==> src/rtl/pool_pkg.sv <==
// Shared globals for the pooling block: default widths and the scheduler state type.
package pool_pkg;

    localparam int PSUM_WIDTH = 16;
    localparam int ADDR_W_DEF = 12;
    localparam int FRM_W_DEF  = 5;
    localparam int ROW_W_DEF  = 6;

    typedef enum logic [2:0] {
        IDLE,
        CFG,
        RD,
        DRAIN,
        DONE
    } pool_state_e;

endpackage

==> src/rtl/pool_sched_if.sv <==
// Config and global-buffer read handshake between the pool scheduler and its environment.
interface pool_sched_if
    import pool_pkg::*;
#(
    parameter int ADDR_W = ADDR_W_DEF,
    parameter int FRM_W  = FRM_W_DEF,
    parameter int ROW_W  = ROW_W_DEF
) ();

    logic              CFGPOOL_val;
    logic              POOLCFG_rdy;
    logic [ADDR_W-1:0] CFGPOOL_base_addr;
    logic [FRM_W-1:0]  CFGPOOL_num_frame;
    logic [ROW_W-1:0]  CFGPOOL_num_row;
    logic              CFGPOOL_valfrmpool;

    logic              POOLGB_rdy;
    logic [ADDR_W-1:0] POOLGB_addr;
    logic              GBPOOL_val;

    // master is the scheduler: it consumes config and issues GB reads
    modport master (
        input  CFGPOOL_val, CFGPOOL_base_addr, CFGPOOL_num_frame, CFGPOOL_num_row,
               CFGPOOL_valfrmpool, GBPOOL_val,
        output POOLCFG_rdy, POOLGB_rdy, POOLGB_addr
    );

    modport slave (
        output CFGPOOL_val, CFGPOOL_base_addr, CFGPOOL_num_frame, CFGPOOL_num_row,
               CFGPOOL_valfrmpool, GBPOOL_val,
        input  POOLCFG_rdy, POOLGB_rdy, POOLGB_addr
    );

endinterface

==> src/rtl/pool_cnt2d.sv <==
// Row/frame counter pair: row wraps at num_row and carries into frame.
module pool_cnt2d
    import pool_pkg::*;
#(
    parameter int ROW_W = ROW_W_DEF,
    parameter int FRM_W = FRM_W_DEF
) (
    input  logic             clk,
    input  logic             rst,
    input  logic             clr,
    input  logic             inc,
    input  logic [ROW_W-1:0] num_row,
    input  logic [FRM_W-1:0] num_frame,
    output logic [ROW_W-1:0] row,
    output logic [FRM_W-1:0] frame,
    output logic             row_last,
    output logic             frm_last
);

    assign row_last = (row == num_row);
    assign frm_last = (frame == num_frame);

    always_ff @(posedge clk or posedge rst) begin
        if (rst) begin
            row   <= '0;
            frame <= '0;
        end else if (clr) begin
            row   <= '0;
            frame <= '0;
        end else if (inc) begin
            if (row_last) begin
                row   <= '0;
                frame <= frame + 1'b1;
            end else begin
                row <= row + 1'b1;
            end
        end
    end

endmodule

==> src/rtl/pool_sched.sv <==
// Pool scheduler: walks frame x row GB reads for one feature group and flags
// frame boundaries to the pooling datapath, with optional frame-pair pooling.
module pool_sched
    import pool_pkg::*;
#(
    parameter int ADDR_W = ADDR_W_DEF,
    parameter int FRM_W  = FRM_W_DEF,
    parameter int ROW_W  = ROW_W_DEF
) (
    input  logic         clk,
    input  logic         rst,
    input  logic         start,
    output logic         busy,
    output logic         done,
    pool_sched_if.master bus,
    output logic         frm_first,
    output logic         frm_odd,
    output logic         row_last,
    output logic         emit,
    input  logic         pool_busy
);

    pool_state_e       state, nextState;
    logic [ADDR_W-1:0] baseAddr;
    logic [ROW_W-1:0]  numRow;
    logic [FRM_W-1:0]  numFrame;
    logic              vfp;
    logic [ROW_W-1:0]  row;
    logic [FRM_W-1:0]  frame;
    logic              rowLast, frmLast;
    logic              cfgAcc, beatAcc, inRd;
    logic [ADDR_W-1:0] frmStride, rdAddr;

    assign inRd    = (state == RD);
    assign cfgAcc  = (state == CFG) && bus.CFGPOOL_val;
    assign beatAcc = inRd && bus.GBPOOL_val;

    always_ff @(posedge clk or posedge rst) begin
        if (rst) begin
            state    <= IDLE;
            baseAddr <= '0;
            numRow   <= '0;
            numFrame <= '0;
            vfp      <= 1'b0;
        end else begin
            state <= nextState;
            if (cfgAcc) begin
                baseAddr <= bus.CFGPOOL_base_addr;
                numRow   <= bus.CFGPOOL_num_row;
                numFrame <= bus.CFGPOOL_num_frame;
                vfp      <= bus.CFGPOOL_valfrmpool;
            end
        end
    end

    pool_cnt2d #(
        .ROW_W (ROW_W),
        .FRM_W (FRM_W)
    ) u_cnt (
        .clk       (clk),
        .rst       (rst),
        .clr       (cfgAcc),
        .inc       (beatAcc),
        .num_row   (numRow),
        .num_frame (numFrame),
        .row       (row),
        .frame     (frame),
        .row_last  (rowLast),
        .frm_last  (frmLast)
    );

    // All address arithmetic is done in ADDR_W bits so it wraps naturally.
    assign frmStride = ADDR_W'(frame) * (ADDR_W'(numRow) + ADDR_W'(1));
    assign rdAddr    = baseAddr + frmStride + ADDR_W'(row);

    assign bus.POOLCFG_rdy = (state == CFG);
    assign bus.POOLGB_rdy  = inRd;
    assign bus.POOLGB_addr = inRd ? rdAddr : '0;
    assign frm_first       = inRd && (frame == '0);
    assign frm_odd         = inRd && frame[0];
    assign row_last        = inRd && rowLast;
    assign busy            = (state != IDLE);
    assign done            = (state == DONE);

    // With pairing on, an unpaired final (even) frame still has to emit.
    assign emit = beatAcc && rowLast && (!vfp || frame[0] || frmLast);

    always_comb begin
        nextState = state;
        unique case (state)
            IDLE:    if (start) nextState = CFG;
            CFG:     if (cfgAcc) nextState = RD;
            RD:      if (beatAcc && rowLast && frmLast) nextState = DRAIN;
            DRAIN:   if (!pool_busy) nextState = DONE;
            DONE:    nextState = IDLE;
            default: nextState = IDLE;
        endcase
    end

endmodule
==> src/flat_wrapper.sv <==
// flat-port wrapper written by rule: the top's interface ports become plain ports
module pool_sched_flat import pool_pkg::*;
#(
    parameter int ADDR_W = ADDR_W_DEF,
    parameter int FRM_W  = FRM_W_DEF,
    parameter int ROW_W  = ROW_W_DEF
)
  (clk, rst, start, busy, done, frm_first, frm_odd, row_last, emit, pool_busy, bus_CFGPOOL_val, bus_CFGPOOL_base_addr, bus_CFGPOOL_num_frame, bus_CFGPOOL_num_row, bus_CFGPOOL_valfrmpool, bus_GBPOOL_val, bus_POOLCFG_rdy, bus_POOLGB_rdy, bus_POOLGB_addr);
  pool_sched_if #(.ADDR_W(ADDR_W), .FRM_W(FRM_W), .ROW_W(ROW_W)) bus_i ();
  input  logic clk;
  input  logic rst;
  input  logic start;
  output logic busy;
  output logic done;
  output logic frm_first;
  output logic frm_odd;
  output logic row_last;
  output logic emit;
  input  logic pool_busy;
  input wire logic [$bits(bus_i.CFGPOOL_val)-1:0] bus_CFGPOOL_val;
  input wire logic [$bits(bus_i.CFGPOOL_base_addr)-1:0] bus_CFGPOOL_base_addr;
  input wire logic [$bits(bus_i.CFGPOOL_num_frame)-1:0] bus_CFGPOOL_num_frame;
  input wire logic [$bits(bus_i.CFGPOOL_num_row)-1:0] bus_CFGPOOL_num_row;
  input wire logic [$bits(bus_i.CFGPOOL_valfrmpool)-1:0] bus_CFGPOOL_valfrmpool;
  input wire logic [$bits(bus_i.GBPOOL_val)-1:0] bus_GBPOOL_val;
  output wire logic [$bits(bus_i.POOLCFG_rdy)-1:0] bus_POOLCFG_rdy;
  output wire logic [$bits(bus_i.POOLGB_rdy)-1:0] bus_POOLGB_rdy;
  output wire logic [$bits(bus_i.POOLGB_addr)-1:0] bus_POOLGB_addr;
  assign bus_i.CFGPOOL_val = bus_CFGPOOL_val;
  assign bus_i.CFGPOOL_base_addr = bus_CFGPOOL_base_addr;
  assign bus_i.CFGPOOL_num_frame = bus_CFGPOOL_num_frame;
  assign bus_i.CFGPOOL_num_row = bus_CFGPOOL_num_row;
  assign bus_i.CFGPOOL_valfrmpool = bus_CFGPOOL_valfrmpool;
  assign bus_i.GBPOOL_val = bus_GBPOOL_val;
  assign bus_POOLCFG_rdy = bus_i.POOLCFG_rdy;
  assign bus_POOLGB_rdy = bus_i.POOLGB_rdy;
  assign bus_POOLGB_addr = bus_i.POOLGB_addr;
  pool_sched #(.ADDR_W(ADDR_W), .FRM_W(FRM_W), .ROW_W(ROW_W)) u_core (.clk(clk), .rst(rst), .start(start), .busy(busy), .done(done), .bus(bus_i), .frm_first(frm_first), .frm_odd(frm_odd), .row_last(row_last), .emit(emit), .pool_busy(pool_busy));
endmodule
==> config.mk <==
export PLATFORM = sky130hd
export DESIGN_NAME = pool_sched_flat
export DESIGN_NICKNAME = d
export VERILOG_FILES = /design/src/rtl/pool_pkg.sv /design/src/rtl/pool_sched_if.sv /design/src/rtl/pool_cnt2d.sv /design/src/rtl/pool_sched.sv /design/src/flat_wrapper.sv
export SDC_FILE = /design/constraint.sdc
export NUM_CORES = 1
export LEC_CHECK = 0
export ABC_AREA = 1
export BUFFER_PORTS_ARGS = -buffer_cell sky130_fd_sc_hd__buf_4
export CAP_MARGIN = 20
export CORE_ASPECT_RATIO = 0.5
export CORE_MARGIN = 3
export CORE_UTILIZATION = 54
export CTS_CLUSTER_DIAMETER = 80
export CTS_CLUSTER_SIZE = 28
export DETAILED_ROUTE_END_ITERATION = 10
export PLACE_DENSITY = 0.78
export SLEW_MARGIN = 25
export SYNTH_ARGS = -nofsm -noshare
export SYNTH_HDL_FRONTEND = slang
export SYNTH_HIERARCHICAL = 1
export SYNTH_SLANG_ARGS = --single-unit
==> constraint.sdc <==
create_clock -name clk -period 5.3 [get_ports clk]
set_input_delay 1.06 -clock clk [delete_from_list [all_inputs] [get_ports clk]]
set_output_delay 1.06 -clock clk [all_outputs]
set_load 0.02 [all_outputs]
Yosys cells after proc, flatten, opt, wreduce, memory -nomap -nowiden
Index checks and enable logic that the tools add are counted.
{"block": "word_totals", "regBits": 38, "input_bits": 30, "wordCells": 53}
{"block": "op_classes", "n_addsub": 5, "multipliers": 1, "eq_ne": 10, "mux": 12, "n_reduce_logical": 18}
{"op": "6-bit two-way mux", "count": 3}
{"op": "5-bit two-way mux", "count": 3}
{"op": "12-bit adder", "count": 1}
{"op": "12-bit by 6-bit adder with 12-bit output", "count": 1}
{"op": "5-bit by 12-bit multiplier with 12-bit output", "count": 1}
{"op": "12-bit two-way mux", "count": 1}
{"op": "3-bit two-way mux", "count": 4}
{"op": "3-bit one-hot mux with 4 select lines", "count": 1}
{"op": "1-bit logical AND", "count": 8}
{"op": "6-bit by 1-bit adder with 7-bit output (second input constant)", "count": 1}
{"op": "6-bit by 1-bit adder with 6-bit output (second input constant)", "count": 1}
{"op": "3-bit by 2-bit == test with 1-bit output (second input constant)", "count": 2}
{"op": "6-bit == test", "count": 1}
{"op": "2-bit inequality test (second input constant)", "count": 3}
{"op": "5-bit by 1-bit adder with 5-bit output (second input constant)", "count": 1}
{"op": "5-bit == test", "count": 1}
{"op": "5-bit zero test", "count": 1}
{"op": "4-bit AND reduction", "count": 1}
{"op": "2-bit nonzero test", "count": 2}
{"op": "3-bit by 1-bit == test with 1-bit output (second input constant)", "count": 1}
{"op": "3-bit == test (second input constant)", "count": 1}
{"op": "3-bit zero test", "count": 1}
{"op": "3-bit nonzero test", "count": 1}
{"op": "1-bit logical OR", "count": 2}
{"op": "other kinds (3)", "count": 3}

Longest topological paths before layout
Gate-level depths: netlist of run 1.
{"block": "depth", "word_depth": 6, "mapped_depth": 24, "mapped_depth_nobuf": 24}

Modules after synthesis
Netlist of run 1, hierarchy kept.
{"module": "pool_sched", "n_inst": 1, "cells_per_inst": 394, "area_each_um2": 3032.9, "seq_area_each_um2": 675.6}
{"module": "pool_cnt2d", "n_inst": 1, "cells_per_inst": 112, "area_each_um2": 803.3, "seq_area_each_um2": 275.3}

Worst setup path before layout of run 1
Ideal clock, no wire load.
{"block": "synth_timing", "path_kind": "register to output", "start": "register u_core.numRow[1]", "end": "output port bus_POOLGB_addr[7]", "arrival_time_ns": 4.278, "required_ns": 4.240, "setup_slack_ns": -0.038, "stages_incl_launch_ff": 22, "path_cell_list": "dfrtp_1 ha_1 nand3_1 nor2_1 inv_1 nand2_1 inv_1 nand2_1 fa_1 fa_1 inv_1 fa_1 inv_1 fa_1 inv_1 ha_1 or2_2 nand2_1 o21ai_0 nand2_1 nand2_1 nor2_1"}
{"block": "synth_via", "elab_chain_len": 5}
{"item": "from (decl)", "line_no": "pool_sched.sv:25", "text": "logic [ROW_W-1:0] numRow;"}
{"item": "from (signal assigned)", "line_no": "pool_sched.sv:49", "text": "numRow <= bus.CFGPOOL_num_row;"}
{"item": "6-bit by 1-bit adder with 7-bit output", "line_no": "pool_sched.sv:73", "text": "assign frmStride = ADDR_W'(frame) * (ADDR_W'(numRow) + ADDR_W'(1));"}
{"item": "5-bit by 12-bit multiplier with 12-bit output", "line_no": "pool_sched.sv:73"}
{"item": "12-bit adder", "line_no": "pool_sched.sv:74", "text": "assign rdAddr = baseAddr + frmStride + ADDR_W'(row);"}
{"item": "12-bit by 6-bit adder with 12-bit output", "line_no": "pool_sched.sv:74"}
{"item": "12-bit two-way mux", "line_no": "pool_sched.sv:78", "text": "assign bus.POOLGB_addr = inRd ? rdAddr : '0;"}
{"item": "to (decl)", "line_no": "flat_wrapper.sv:28", "text": "output wire logic [$bits(bus_i.POOLGB_addr)-1:0] bus_POOLGB_addr;"}
Every way passes these cells.

Worst setup path after layout of run 1
{"block": "layout_timing", "start": "register u_core.numRow[1]", "end": "output port bus_POOLGB_addr[10]"}
Same word-level chain as after synthesis.

==> out/results.ini, run 1 <==
[outcome]
status=finished with violations
violations=negative setup slack

[grt]
grt_pass1_vias=3338
antenna_found_initial=0
grt_max_degree=39
grt_usage=0.2339
overflow=0
grt_pass1_wl_um=15440

[clock_tree]
htreeDepth=2
cts_buffers=5
cts.sinks=38
clkTransAtPathRegs_ps=60
clock_latency_ps=280
cts_tree=done
cts_buffer_depth=2
cts_root_buf=clkbuf_16

[setup_path]
critPathArrivalTime_ps=4520
endpoint_kind=output port
worst-setup-path-type=flop to output port
worstPathMaxFanout=5
crit_required_ps=4240
crit_path_start=u_core/numRow[1]
cp-start-kind=flop
rr_startpoint=u_core/state[2]

[cells_and_area]
drive_gt1_frac=0.2874
design_area_sq_um=4806
antenna_cells=0
layout_commonest_cell=nand2_1
most-common-layout-cells=nand2_1 (140), inv_1 (78), buf_4 (71)
num-nets-final=669
area_growth_pct=25.28

[synth]
yosys_warnings=6
ys_ff_latch=38
ys_types=36
synth_top_area_cell=dfrtp_1
synth_ff_type=dfrtp_1
synth_edf_count=0
synthCells=506
yosysSeqAreaShare=0.2479
synth.top_cell.area_share=0.2479
postSynth.asyncResetShare=1.000
syn_nets=595
avgSynthCellArea_sq_um=7.581
synth.area.top_cells=dfrtp_1 (25%), fa_1 (15%), nand2_1 (14%)
netlist_area_sq_um=3836

[sta]
min_period_over_period=1.053
grt_setup_unrepaired=yes
layout_min_cycle_time_ps=5580
timing.fmax_mhz=179.2
final_hold_viol_count=0
whs_ps=486.9
final_max_slew_viol_count=0
fin_skew_ps=2.064
max_slew_margin=0.5921
fin_ws_ps=-280.0
worst_pin_slew_ps=610.4
setup_viol=7

[floorplan]
core_area_sq_um=6779
io_pins=50
rows=21
die_width_um=125.2
die-area_sq_um=8213
die_h_um=65.60
start_util=0.5659

[route]
vias=3460
avgRoutedWirePerCell_um=13.88
initialDrtViolationCount=289
drt-vias-per-instance=5.141
wirelength_um=9341
drc=0
firstDrtPassIters=5
ant_nets=0

[placement]
post-dp-hpwl_um=6956
gp_congestion=0.9148
dpl_cell_area_sq_um=4382
port_buffers=49

[hold_path]
min_from=u_core/vfp
hold_path_class=flop to flop

[flow_run]
maxCapViolations=0

## worst max-delay path: stages (launching register included)
cell and delay [ps]:
dfrtp_1 430, ha_4 190, nand3_2 90, nor2_1 100, inv_1 60, buf_4 130
nor2_2 140, nand2_1 90, fa_1 500, inv_1 50, fa_1 470, fa_1 490
ha_1 350, ha_4 340, nand2_1 100, nor2_1 180, nand3_1 140, nand3_2 110
nand2_1 50, nand2_1 60, nor2_2 50, buf_6 120
## metal layers
| layer | routed length, um | vias up | GRT usage |
|---|---|---|---|
| met4 | 152 | 0 | 0.07568 |
| met2 | 4230 | 119 | 0.3824 |
| met5 | 0 | - | 0 |
| met3 | 483 | 20 | 0.02435 |
| met1 | 4475 | 1647 | 0.3309 |
| li1 | - | 1674 | - |
## layout make-up
type | count | area, sq um
sequential | 38 | 953.4
fill | 542 | 1973
multi-input combinational | 366 | 2634
inverter | 94 | 360.3
clock inverter | 3 | 40.04
timing repair buffer | 75 | 578.1
clock buffer | 5 | 125.1
tap | 92 | 115.1
## final timing paths
check                                 endpoint  depth (start not counted)  slack [ps]
min reg2reg                         u_core/vfp                          2         490
min in group asynchronous  u_core/u_cnt/row[0]                          2         790
max in group asynchronous     u_core/numRow[3]                          2        4030
max                        bus_POOLGB_addr[10]                         21        -280
max reg2reg                u_core/u_cnt/row[5]                         11        3040
min                                 u_core/vfp                          2         490
## per-stage QoR
stage	util	cells	setup TNS [ps]	setup WS [ps]
floorplan	-	506	0	32.90
CTS	0.6997	672	-653.2	-124.8
global placement	0.6464	660	-14.38	-14.38
finish	0.7089	673	-1029	-280.0
global route	0.7089	673	-2354	-414.9
detailed placement	0.6464	660	-402.5	-113.9
## synthesized netlist by cell type (6+ instances only)
master / n
nand2_1: 148
inv_1: 86
nor2_1: 57
dfrtp_1: 38
ha_1: 30
fa_1: 29
nand3_1: 23
nand2_2: 14
a21oi_1: 12
xor2_1: 10
o21ai_2: 8
inv_2: 7
nand4_1: 6
xnor2_1: 6
## logic make-up (layout without fill, tap and decap cells)
| logic type | after synthesis | in the layout | synth area share |
|---|---|---|---|
| compound gates | 27 | 27 | 0.04501 |
| xor+xnor | 17 | 17 | 0.04077 |
| fa+ha+maj | 59 | 59 | 0.2492 |
| flops | 38 | 38 | 0.2479 |
| buf+inv | 102 | 177 | 0.1200 |
| simple gates | 263 | 263 | 0.2971 |
## flip-flops by register name (all words and copies together) (netlist names)
| name | flops |
|---|---|
| u_core/numFrame | 5 |
| u_core/u_cnt/row | 6 |
| u_core/baseAddr | 12 |
| u_core/u_cnt/frame | 5 |
| u_core/vfp | 1 |
| u_core/numRow | 6 |
| u_core/state | 3 |
## what timing repair did
action	4_1_cts	5_1_grt
setup buffers	4	1
endpoints found under the setup margin	8	8
hold buffers	0	0
hold endpoints to repair	0	0
pin swaps	24	9
resized for setup	35	15
Power of run 1 is not shown: default switching activity piles up to over one toggle a cycle in this logic, so the estimate is an artifact.
==> run 2: changes to the inputs <==
- CORE_UTILIZATION: 54 -> 35
- GPL_TIMING_DRIVEN: unset -> 1
- PLACE_DENSITY: 0.78 -> unset
- clock period: 5.3 -> 5.8 ns (I/O delays scaled with it)
==> run 2 against run 1 <==
The run now ends clean. Cell area is 1.6% lower. Clock-buffer cell count up 1. Non-clock buffer count shrank 15. Clock skew increased by 2.7 ps. Sequential cell count stayed put. First-iteration DRC count is 59% lower. Register-to-register slack improved by 470 ps. Cell count up 4.9%. Sequential share of layout area up 0.33 points. Critical path type unchanged.
==> out/results.ini, run 2 (same netlist as run 1, synthesis figures left out) <==
[sta]
min_period_over_period=0.9744
timing.fmax_mhz=176.9
setup_viol=0
final_hold_viol_count=0
layout_min_cycle_time_ps=5651
final_max_slew_viol_count=0
max_slew_margin=0.5510
fin_skew_ps=4.734
grt_setup_unrepaired=yes
worst_pin_slew_ps=671.9

[grt]
grt_max_degree=39
overflow=0
grt_pass1_wl_um=15100
antenna_found_initial=0
grt_usage=0.1536
grt_pass1_vias=3066

[clock_tree]
cts.sinks=38
cts_buffers=5
cts_root_buf=clkbuf_16
cts-hold-fix-buffers=0
cts_buffer_depth=2
clock_latency_ps=280
htreeDepth=2
cts_tree=done
clkTransAtPathRegs_ps=60

[setup_path]
critPathArrivalTime_ps=4490
cp.depth=19
reg2reg_setup_slack_ps=3510
reg2regPathDepth=11
endpoint_kind=output port
rr_startpoint=u_core/state[2]
critPathMaxStageDelay_ps=530
crit_required_ps=4640
cp-start-kind=flop
critPathTopFamily=adder cells
crit_chain=buf_6 -> nand4_1 -> nor2_2 -> xor2_2 -> buf_4 -> nor2_1 -> fa_1 -> fa_1 -> fa_1 -> ha_1 -> ha_1 -> nand2_1 -> nor2_1 -> nand3_1 -> nand3_2 -> nand2_1 -> nand2_1 -> nor2_1 -> buf_4
cpMaxStageDelayCell=fa_1
worstPathMaxFanout=4
worst-setup-path-type=flop to output port
r2r-end=u_core/u_cnt/row[5]
worstPathBufferInverterCount=3

[placement]
port_buffers=49
gp_congestion=0.8707
post-dp-hpwl_um=7252

[cells_and_area]
antenna_cells=0
largestRegisters=u_core/baseAddr: 12 flops, u_core/numRow: 6 flops, u_core/u_cnt/row: 6 flops
most-common-layout-cells=nand2_1 (139), inv_1 (81), buf_4 (58)
drive_gt1_frac=0.2615
layout_commonest_cell=nand2_1
largest_register=u_core/baseAddr
area_growth_pct=23.25
num-nets-final=654
post-route-util=0.4528
largest_reg_flops=12

[floorplan]
die-area_sq_um=12330
die_width_um=154.1
core_area_sq_um=10440
die_h_um=80.03
rows=26
start_util=0.3674
io_pins=50

[flow_run]
maxCapViolations=0

[route]
wirelength_um=9244
avgRoutedWirePerCell_um=13.09
initialDrtViolationCount=118
drt-vias-per-instance=4.568
firstDrtPassIters=4
drc=0
ant_nets=0
vias=3225

[hold_path]
min_from=u_core/numFrame[1]
hold_end=u_core/numFrame[1]
holdPathStages=2
hold_path_class=flop to flop

[outcome]
status=finished, final reports clean

## run 2: cell count changes in the layout (fill, tap and decap cells not counted), sizes merged
| cell | previous run | this run |
|---|---|---|
| buf | 75 | 60 |
| bufinv | 1 | 0 |
| clkinv | 2 | 1 |
| clkinvlp | 0 | 1 |
| clkbuf | 5 | 6 |
## run 2: layout make-up
type	instances	area [sq um]
Tap cell	140	175.2
Multi-Input combinational cell	366	2630
Fill cell	1075	5714
Sequential cell	38	953.4
Inverter	94	360.3
Timing Repair Buffer	60	457.9
Clock buffer	6	138.9
Clock inverter	2	12.51
## run 2: what timing repair did
item / in CTS / in global routing
setup buffers: 1 / 7
endpoints found under the hold margin: 0 / 0
pin swaps: 0 / 26
resized for setup: 6 / 47
setup endpoints to repair: 6 / 7
## run 2: worst max path at each step
stage / end / startpoint
2_1_floorplan: bus_POOLGB_addr[7] / u_core/numRow[1]
3_3_place_gp: bus_POOLGB_addr[7] / u_core/numRow[1]
3_5_place_dp: bus_POOLGB_addr[10] / u_core/numRow[1]
4_1_cts: bus_POOLGB_addr[10] / u_core/numRow[1]
5_1_grt: bus_POOLGB_addr[11] / u_core/numRow[2]
6_report: bus_POOLGB_addr[11] / u_core/numRow[0]
## run 2: per-stage QoR
step	setup WS [ps]	hold slack, ps	setup TNS (ps)	instance area (sq um)	cells
CTS	12.91	486.4	0	4498	700
detailed placement	204.4	472.1	0	4309	691
floorplan	362.5	448.6	0	3836	506
finish	148.6	483.0	0	4728	706
global route	-91.62	529.8	-317.4	4728	706
global placement	272.4	469.0	0	4309	691
## run 2: routing by layer
metal / part of all wire / vias to the layer above / global-route usage
li1: - / 1644 / -
met1: 0.50 / 1520 / 0.2229
met4: 0.0048 / 0 / 0.02379
met2: 0.45 / 55 / 0.2465
met3: 0.047 / 6 / 0.02436
met5: 0 / - / 0
## run 2: worst register-to-register path, stage by stage (launching register included)
cell	delay, ps
dfrtp_1	420
nor2_2	160
nand2_1	410
nor2_1	380
inv_1	120
nand2_4	200
nand3b_4	100
nor2_1	150
nand2_1	70
nand2_1	60
nand2_1	50
a21oi_1	100
Power of run 2 is left out for the same reason.
==> run 3: changes to the inputs <==
- CELL_PAD_IN_SITES_DETAIL_PLACEMENT: unset -> 1
- CELL_PAD_IN_SITES_GLOBAL_PLACEMENT: unset -> 1
- PLACE_DENSITY_LB_ADDON: unset -> 0.1
==> run 3 against run 2 <==
Setup slack got worse by 55 ps. Worst hold slack better by 3.3 ps. Sequential cell count unchanged. Non-clock buffer count increased by 4. Routed wire length grew 14%. Clock-buffer cell count increased by 2. Via count rose by 3.4%. Critical endpoint is now bus_POOLGB_addr[9]. Highest routed layer unchanged.
==> out/results.ini, run 3 (same netlist as run 1, synthesis figures left out) <==
[outcome]
status=finished, final reports clean

[setup_path]
crit_chain=buf_6 -> nand4_1 -> nor2_2 -> xor2_2 -> inv_2 -> nand2_2 -> fa_1 -> inv_2 -> fa_1 -> fa_1 -> inv_1 -> fa_1 -> inv_2 -> ha_4 -> nand2_4 -> nor2_2 -> nand3_2 -> nand3_1 -> nand2_1 -> nor2_2 -> buf_6
cp-start-kind=flop
reg2reg_setup_slack_ps=3590
critPathArrivalTime_ps=4550
cpMaxStageDelayCell=fa_1
worst-setup-path-type=flop to output port
critPathTopFamily=adder cells
critPathMaxStageDelay_ps=490
worstPathMaxFanout=4
worstPathBufferInverterCount=6
endpoint_kind=output port
crit_required_ps=4640
crit_path_frequent_cell=fa_1

[floorplan]
start_util=0.3674
core_area_sq_um=10440
die_h_um=80.03
die_width_um=154.1
rows=26
die-area_sq_um=12330
io_pins=50

[cells_and_area]
layout_commonest_cell=nand2_1
num-nets-final=658
largest_reg_flops=12
drive_gt1_frac=0.2632
most-common-layout-cells=nand2_1 (140), inv_1 (82), buf_4 (62)
area_growth_pct=24.01
largestRegisters=u_core/baseAddr: 12 flops, u_core/numRow: 6 flops, u_core/u_cnt/row: 6 flops
largest_register=u_core/baseAddr
antenna_cells=0

[clock_tree]
cts_tree=done
clkTransAtPathRegs_ps=60
cts.sinks=38
cts-hold-fix-buffers=0
cts_buffer_depth=2
cts_root_buf=clkbuf_16
cts_buffers=5
clock_latency_ps=280
htreeDepth=2

[route]
ant_nets=0
drt-vias-per-instance=4.696
firstDrtPassIters=4
vias=3334
wirelength_um=10500
drc=0
initialDrtViolationCount=106
avgRoutedWirePerCell_um=14.79

[sta]
final_hold_viol_count=0
timing.fmax_mhz=175.3
setup_viol=0
grt_setup_unrepaired=yes
max_slew_margin=0.6067
fin_skew_ps=2.116
worst_pin_slew_ps=588.6
min_period_over_period=0.9838
fin_ws_ps=93.92
final_max_slew_viol_count=0
layout_min_cycle_time_ps=5706

[placement]
post-dp-hpwl_um=8417
gp_congestion=0.7960
pre_cts_ws_ps=64.11
port_buffers=49

[grt]
grt_pass1_vias=3420
grt_usage=0.1744
antenna_found_initial=0
overflow=0
grt_pass1_wl_um=17090
grt_max_degree=39

[flow_run]
maxCapViolations=0

[hold_path]
hold_path_class=flop to flop

## run 3: repair_timing
action	CTS	global route
setup buffers	2	5
resized for setup	7	39
setup endpoints to repair	7	7
pin swaps	1	25
## run 3: layer usage
metal | wire length (um) | part of all wire | global-route usage | vias up
li1 | - | - | - | 1653
met5 | 0 | 0 | 0 | -
met1 | 4968 | 0.47 | 0.2487 | 1624
met2 | 4810 | 0.46 | 0.2878 | 50
met4 | 83 | 0.0079 | 0.03348 | 0
met3 | 635 | 0.060 | 0.02112 | 7
## run 3: path summary, 6_finish.rpt
check                                        start             endpoint  cells past startpoint
worst min-delay path            u_core/numFrame[1]   u_core/numFrame[1]                      2
worst max-delay path              u_core/numRow[0]   bus_POOLGB_addr[9]                     21
worst max register to register     u_core/state[2]  u_core/u_cnt/row[5]                     11
worst min register to register  u_core/numFrame[1]   u_core/numFrame[1]                      2
max in group asynchronous                      rst     u_core/numRow[2]                      3
min in group asynchronous                      rst  u_core/u_cnt/row[0]                      2
## run 3: through the flow
| step | TNS (ps) | std cells | hold WS (ps) | util | instance area [sq um] |
|---|---|---|---|---|---|
| after floorplan | 0 | 506 | 448.6 | - | 3836 |
| after global placement | 0 | 695 | 473.4 | 0.4155 | 4339 |
| after detailed placement | 0 | 695 | 475.7 | 0.4155 | 4339 |
| after CTS | 0 | 705 | 492.2 | 0.4370 | 4563 |
| after global routing | -607.2 | 710 | 500.7 | 0.4555 | 4757 |
| final | 0 | 710 | 486.3 | 0.4555 | 4757 |
## run 3: tightest hold or removal path, delay by kind of cell, from the launching register on
| family | cells | cell delay (ps) |
|---|---|---|
| and+or+nand+nor | 2 | 120 |
| DFF | 1 | 340 |
## run 3: final cells by class
type,instances,area [sq um]
fill,1293,5685
tap,140,175.2
clock buffer,8,166.4
inverter,94,360.3
sequential,38,953.4
timing repair buffer,64,488.0
multi-input combinational,366,2614
Power of run 3 is left out for the same reason.
